### src/rtl/uart_cmd_responder.sv
// Byte-level request/reply responder: 5-byte request frames drive a 15x8 register file, 4-byte replies.
// Optional inter-byte timeout abort is compiled in with UART_RSP_TIMEOUT_EN.
module uart_cmd_responder #(
    parameter logic [31:0] TIMEOUT_CYC = 32'd5_000_000
) (
    input  logic         CLK,
    input  logic         RST_N,
    input  logic [7:0]   RX_DATA,
    input  logic         RX_RECV,
    output logic [7:0]   TX_DATA,
    output logic         TX_START,
    input  logic         TX_BUSY,
    input  logic [7:0]   STATUS_IN,
    output logic [119:0] REGS_OUT,
    output logic         WR_STROBE,
    output logic [3:0]   WR_ADDR,
    output logic         FRAME_ERR,
    output logic         BUSY
);

    typedef enum logic [3:0] {
        IDLE, GET_CMD, GET_ADDR, GET_DATA, GET_CHK,
        EXEC, TX_LOAD, TX_WAITHI, TX_WAITLO
    } state_t;

    localparam logic [7:0] SOF_REQ = 8'hA5;
    localparam logic [7:0] SOF_RSP = 8'h5A;
    localparam logic [7:0] CMD_RD  = 8'h01;
    localparam logic [7:0] CMD_WR  = 8'h02;

    state_t     state_q, state_d;
    logic [7:0] cmd_q, cmd_d, addr_q, addr_d;
    logic [7:0] data_q, data_d, chk_q, chk_d;
    logic [7:0] stat_q, stat_d, rdat_q, rdat_d;
    logic [1:0] idx_q, idx_d;
    logic [7:0] tx_data_q, tx_data_d;
    logic       tx_start_q, tx_start_d;
    logic       wr_strobe_q, wr_strobe_d;
    logic       frame_err_q, frame_err_d;
    logic [3:0] wr_addr_q, wr_addr_d;
    logic [7:0] regs_q [16];
    logic [7:0] regs_d [16];
    logic [7:0] exec_stat, exec_rdat, reply_byte;
    logic       timeout;

`ifdef UART_RSP_TIMEOUT_EN
    logic [31:0] cnt_q, cnt_d;

    always_comb begin
        cnt_d = '0;
        if ((state_q inside {GET_CMD, GET_ADDR, GET_DATA, GET_CHK}) && !RX_RECV)
            cnt_d = cnt_q + 32'd1;
    end

    always_ff @(posedge CLK) begin
        if (!RST_N) cnt_q <= '0;
        else        cnt_q <= cnt_d;
    end

    assign timeout = (cnt_d == TIMEOUT_CYC);
`else
    logic unused_timeout_cyc;
    assign unused_timeout_cyc = ^TIMEOUT_CYC;
    assign timeout = 1'b0;
`endif

    // Status priority: checksum, command, address range, read-only target
    always_comb begin
        exec_stat = 8'h00;
        exec_rdat = 8'h00;
        if ((cmd_q ^ addr_q ^ data_q) != chk_q)
            exec_stat = 8'h04;
        else if (cmd_q != CMD_RD && cmd_q != CMD_WR)
            exec_stat = 8'h01;
        else if (addr_q > 8'h0F)
            exec_stat = 8'h03;
        else if (cmd_q == CMD_WR && addr_q[3:0] == 4'hF)
            exec_stat = 8'h02;
        if (exec_stat == 8'h00) begin
            if (cmd_q == CMD_WR)
                exec_rdat = data_q;
            else if (addr_q[3:0] == 4'hF)
                exec_rdat = STATUS_IN;
            else
                exec_rdat = regs_q[addr_q[3:0]];
        end
    end

    always_comb begin
        reply_byte = SOF_RSP;
        unique case (idx_q)
            2'd0: reply_byte = SOF_RSP;
            2'd1: reply_byte = stat_q;
            2'd2: reply_byte = rdat_q;
            2'd3: reply_byte = stat_q ^ rdat_q;
            default: reply_byte = SOF_RSP;
        endcase
    end

    always_comb begin
        state_d     = state_q;
        cmd_d       = cmd_q;
        addr_d      = addr_q;
        data_d      = data_q;
        chk_d       = chk_q;
        stat_d      = stat_q;
        rdat_d      = rdat_q;
        idx_d       = idx_q;
        tx_data_d   = tx_data_q;
        wr_addr_d   = wr_addr_q;
        regs_d      = regs_q;
        tx_start_d  = 1'b0;
        wr_strobe_d = 1'b0;
        frame_err_d = 1'b0;
        unique case (state_q)
            IDLE:
                if (RX_RECV && RX_DATA == SOF_REQ) state_d = GET_CMD;
            GET_CMD:
                if (RX_RECV) begin
                    cmd_d   = RX_DATA;
                    state_d = GET_ADDR;
                end
            GET_ADDR:
                if (RX_RECV) begin
                    addr_d  = RX_DATA;
                    state_d = GET_DATA;
                end
            GET_DATA:
                if (RX_RECV) begin
                    data_d  = RX_DATA;
                    state_d = GET_CHK;
                end
            GET_CHK:
                if (RX_RECV) begin
                    chk_d   = RX_DATA;
                    state_d = EXEC;
                end
            EXEC: begin
                stat_d  = exec_stat;
                rdat_d  = exec_rdat;
                idx_d   = 2'd0;
                state_d = TX_LOAD;
                if (exec_stat == 8'h00 && cmd_q == CMD_WR) begin
                    regs_d[addr_q[3:0]] = data_q;
                    wr_strobe_d         = 1'b1;
                    wr_addr_d           = addr_q[3:0];
                end
                if (exec_stat == 8'h04) frame_err_d = 1'b1;
            end
            TX_LOAD:
                if (!TX_BUSY) begin
                    tx_data_d  = reply_byte;
                    tx_start_d = 1'b1;
                    state_d    = TX_WAITHI;
                end
            TX_WAITHI:
                if (TX_BUSY) state_d = TX_WAITLO;
            TX_WAITLO:
                if (!TX_BUSY) begin
                    if (idx_q == 2'd3) begin
                        state_d = IDLE;
                    end else begin
                        idx_d   = idx_q + 2'd1;
                        state_d = TX_LOAD;
                    end
                end
            default: state_d = IDLE;
        endcase
        // Only asserted in GET_* with no byte arriving this cycle
        if (timeout) begin
            state_d     = IDLE;
            frame_err_d = 1'b1;
        end
    end

    always_ff @(posedge CLK) begin
        if (!RST_N) begin
            state_q     <= IDLE;
            cmd_q       <= '0;
            addr_q      <= '0;
            data_q      <= '0;
            chk_q       <= '0;
            stat_q      <= '0;
            rdat_q      <= '0;
            idx_q       <= '0;
            tx_data_q   <= '0;
            tx_start_q  <= 1'b0;
            wr_strobe_q <= 1'b0;
            frame_err_q <= 1'b0;
            wr_addr_q   <= '0;
            for (int i = 0; i < 16; i++) regs_q[i] <= '0;
        end else begin
            state_q     <= state_d;
            cmd_q       <= cmd_d;
            addr_q      <= addr_d;
            data_q      <= data_d;
            chk_q       <= chk_d;
            stat_q      <= stat_d;
            rdat_q      <= rdat_d;
            idx_q       <= idx_d;
            tx_data_q   <= tx_data_d;
            tx_start_q  <= tx_start_d;
            wr_strobe_q <= wr_strobe_d;
            frame_err_q <= frame_err_d;
            wr_addr_q   <= wr_addr_d;
            regs_q      <= regs_d;
        end
    end

    for (genvar g = 0; g < 15; g++) begin : g_regs_out
        assign REGS_OUT[8*g +: 8] = regs_q[g];
    end

    assign TX_DATA   = tx_data_q;
    assign TX_START  = tx_start_q;
    assign WR_STROBE = wr_strobe_q;
    assign WR_ADDR   = wr_addr_q;
    assign FRAME_ERR = frame_err_q;
    assign BUSY      = (state_q != IDLE);

endmodule

### config.mk
export PLATFORM = sky130hd
export DESIGN_NAME = uart_cmd_responder
export DESIGN_NICKNAME = d
export VERILOG_FILES = /design/src/rtl/uart_cmd_responder.sv
export SDC_FILE = /design/constraint.sdc
export NUM_CORES = 1
export LEC_CHECK = 0
export ABC_CLOCK_PERIOD_IN_PS = 2660
export BUFFER_PORTS_ARGS = -buffer_cell sky130_fd_sc_hd__buf_2
export CAP_MARGIN = 20
export CORE_AREA = 5 5 156 195
export CTS_CLUSTER_DIAMETER = 30
export DETAILED_ROUTE_END_ITERATION = 7
export DIE_AREA = 0 0 161 200
export SYNTH_ARGS = -nofsm -noshare
export SYNTH_HDL_FRONTEND = slang
export SYNTH_SLANG_ARGS = --single-unit
### constraint.sdc
create_clock -name CLK -period 2.66 [get_ports CLK]
set_input_delay 0.665 -clock CLK [delete_from_list [all_inputs] [get_ports CLK]]
set_output_delay 0.665 -clock CLK [all_outputs]
set_load 0.05 [all_outputs]
==> impl_metrics.tcl <==
set metrics [dict create \
    status "completed" \
    cts_buffers 17 \
    fin_nets 1055 \
    crit_buf_inv 1 \
    dieArea_um2 32200 \
    ios 156 \
    syn-num-nets 1041 \
    grt_pass1_wl_um 43800 \
    rsz0062_at_grt "no" \
    power_leakage_nw 5.31 \
    ys_seq_area_share_pct 37.9 \
    required_ns 2.94 \
    synthCells 1017 \
    path_cells "nor4_2 > nand4_2 > buf_4 > nor4_1 > nand4_2 > mux2i_1" \
    intPower_mw 4.17 \
    fin_tns_setup_ns 0 \
    clockRootBuffer "clkbuf_16" \
    seq_power_share_pct 51.3 \
    finalPower_mw 5.37 \
    drv_slew 0 \
    slew_headroom_pct 43.4 \
    crit_slowest_cell "nor4_2" \
    h-tree-depth 4 \
    p_clk_share_pct 46.8 \
    grt_pass1_vias 7299 \
    crit_path_frequent_cell "nand4_2" \
    min_period_ns 2.43 \
    antenna_found_initial 0 \
    peakVddDrop_v 0.000444 \
    critPathKind "flop to flop" \
    grt_max_degree 52 \
    p_sw_mw 1.20 \
    start_util_pct 34.3 \
    ant_nets 0 \
    powerDensity_nw_per_um2 509 \
    combPwrFrac_pct 1.9 \
    ys_warn_count 0 \
    grt_overflow 0 \
    drt_wl_total_um 28500 \
    port_buffers 155 \
    skew_ns 0.0152 \
    cts_tree "yes" \
    drc 0 \
    areaGrowthSynthToFinish_pct 8.53 \
    mappedNetlistArea_um2 9720 \
    postSynthAreaPerCell_um2 9.55 \
    dr.pass1.iters 5 \
    clock_latency_ns 0.44 \
    clock_path_buffers 2 \
    synthFlopType "dfxtp_1" \
    tightestPinTransition_ns 0.847 \
    ys_async_sr_fraction_pct 0 \
    start_kind "flop" \
    worst-path-max-fanout 16 \
    grtUsageTotal_pct 17.6 \
    wl_per_cell_um 20.4 \
    ys_ff_latch 184 \
    drive_gt1_share_pct 24.9 \
    via_count 7278 \
    synth.distinct_cells 59 \
    finalCritPeriodShare_pct 91.3 \
    ctsHoldBuffers 0 \
    dp.final_hpwl_um 21200 \
    core_area_um2 28300 \
    max_freq_mhz 412 \
    detail_route.vias_per_cell 5.21 \
    die_y_um 200 \
    fp.dieW_um 161 \
    crit_path_end_kind "flop" \
    setup_viol_count_final 0 \
    swShare_pct 22.4 \
    drtIter0Drc 500 \
    synth_edf_count 0 \
    max_stage_delay_ns 0.52 \
    fp-row-count 69 \
    antenna_cells 0 \
    hold_viol 0 \
    arrival_ns 2.71 \
    cp_top_family "simple AND/OR/NAND/NOR gates" \
    cts.reportedPaths.clkPinSlew_ns 0.07 \
    max-cap-violations 0 \
    cts_sinks 184 \
    gp_congestion 0.887 \
    holdCritPathClass "flop to flop" \
    fin_hold_ws_ns 0.450 \
]
## worst register-to-register path: stages, from the launching register on
cell	delay (ns)
dfxtp_1	0.36
nor4_2	0.52
nand4_2	0.15
buf_4	0.23
nor4_1	0.34
nand4_2	0.43
mux2i_1	0.23
## registers in the layout (all words and copies together) (netlist names)
register	count
TX_DATA	8
WR_ADDR	4
state_q	4
chk_q	8
FRAME_ERR	1
WR_STROBE	1
REGS_OUT	120
idx_q	2
data_q	8
cmd_q	8
TX_START	1
stat_q	3
rdat_q	8
addr_q	8
## placed cells by master (no fill, tap or decap), types with 14 or more instances in the layout
cell type and instances:
clkbuf_16 17, nor3_1 17, xnor2_1 16, a21oi_1 16, nor2_1 59, buf_2 154
nor2b_1 14, o21ai_0 17, nand2_1 159, dfxtp_1 182, inv_1 15, buf_4 23
mux2i_1 181, mux4_2 16
## Yosys cell counts (3+ instances only)
master | number | share of area, %
a2111oi_0 | 7 | 0.63
a211o_1 | 8 | 0.72
a211oi_1 | 5 | 0.39
a21oi_1 | 16 | 0.82
a221oi_1 | 8 | 0.72
a22oi_1 | 9 | 0.70
and2_1 | 3 | 0.19
buf_2 | 12 | 0.62
buf_4 | 124 | 9.6
buf_6 | 4 | 0.46
clkbuf_1 | 43 | 1.7
dfxtp_1 | 184 | 38
ha_1 | 4 | 0.52
inv_1 | 15 | 0.58
mux2i_1 | 181 | 19
mux4_2 | 16 | 3.7
nand2_1 | 159 | 6.1
nand2b_1 | 6 | 0.39
nand3_1 | 6 | 0.31
nand4_1 | 6 | 0.39
nand4_2 | 10 | 1.3
nand4_4 | 8 | 1.8
nor2_1 | 59 | 2.3
nor2b_1 | 14 | 0.90
nor3_1 | 17 | 0.88
nor4_1 | 5 | 0.32
o21ai_0 | 17 | 0.88
o221ai_1 | 8 | 0.72
or2_2 | 3 | 0.19
xnor2_1 | 16 | 1.4
xor2_1 | 9 | 0.81
## layer usage
| layer | part of all wire (%) | up-vias | track usage, % |
|---|---|---|---|
| met5 | 0 | - | 0 |
| met4 | 2.3 | 0 | 5.72 |
| met3 | 5.2 | 31 | 2.94 |
| met2 | 51 | 224 | 31.1 |
| met1 | 42 | 3580 | 21.9 |
| li1 | - | 3443 | - |
## final timing paths
path,from,endpoint,slack (ns),depth (start not counted)
max,cmd_q[7],REGS_OUT[0],0.23,6
min reg2reg,TX_DATA[2],TX_DATA[2],0.45,2
min,TX_DATA[2],TX_DATA[2],0.45,2
max reg2reg,cmd_q[7],REGS_OUT[0],0.23,6
## per-stage QoR
| stage | area (um2) | util, % | setup WS (ns) | std cells |
|---|---|---|---|---|
| CTS | 10500 | 37.2 | 0.203 | 1398 |
| finish | 10500 | 37.2 | 0.232 | 1398 |
| detailed placement | 9970 | 35.2 | 0.219 | 1367 |
| global route | 10500 | 37.2 | 0.0382 | 1398 |
| floorplan | 9720 | - | 0.648 | 1017 |
| global placement | 9970 | 35.2 | 0.258 | 1367 |
## logic make-up after synthesis
| family | count (synthesis) | synth area share (%) |
|---|---|---|
| simple gates | 313 | 16.9 |
| buf+inv | 203 | 13.2 |
| mux | 199 | 22.6 |
| flops | 184 | 37.9 |
| compound gates | 88 | 6.47 |
| xor+xnor | 25 | 2.25 |
| fa+ha+maj | 5 | 0.618 |
## layout make-up
class	count	area (um2)
fill	2893	17800
multi-input combinational	630	4750
sequential	184	3690
timing repair buffer	181	1020
tap	355	444
clock buffer	18	429
clock inverter	13	146
inverter	17	63.8
## power by group through the flow
stage          sequential, mW  clock [mW]  combinational (mW)
6_report                 2.75        2.51               0.104
4_1_cts                  2.75        2.55               0.103
2_1_floorplan            2.82           0              0.0562
5_1_grt                  2.75        2.68               0.112
3_5_place_dp             2.82           0               0.103
3_3_place_gp             2.82           0               0.104
## timing repair
action / 4_1_cts / 5_1_grt
resized for setup: 0 / 1
endpoints found under the setup margin: 0 / 3
buffers inserted: 0 / 0
No activity file was read; power rests on OpenSTA's default activity.
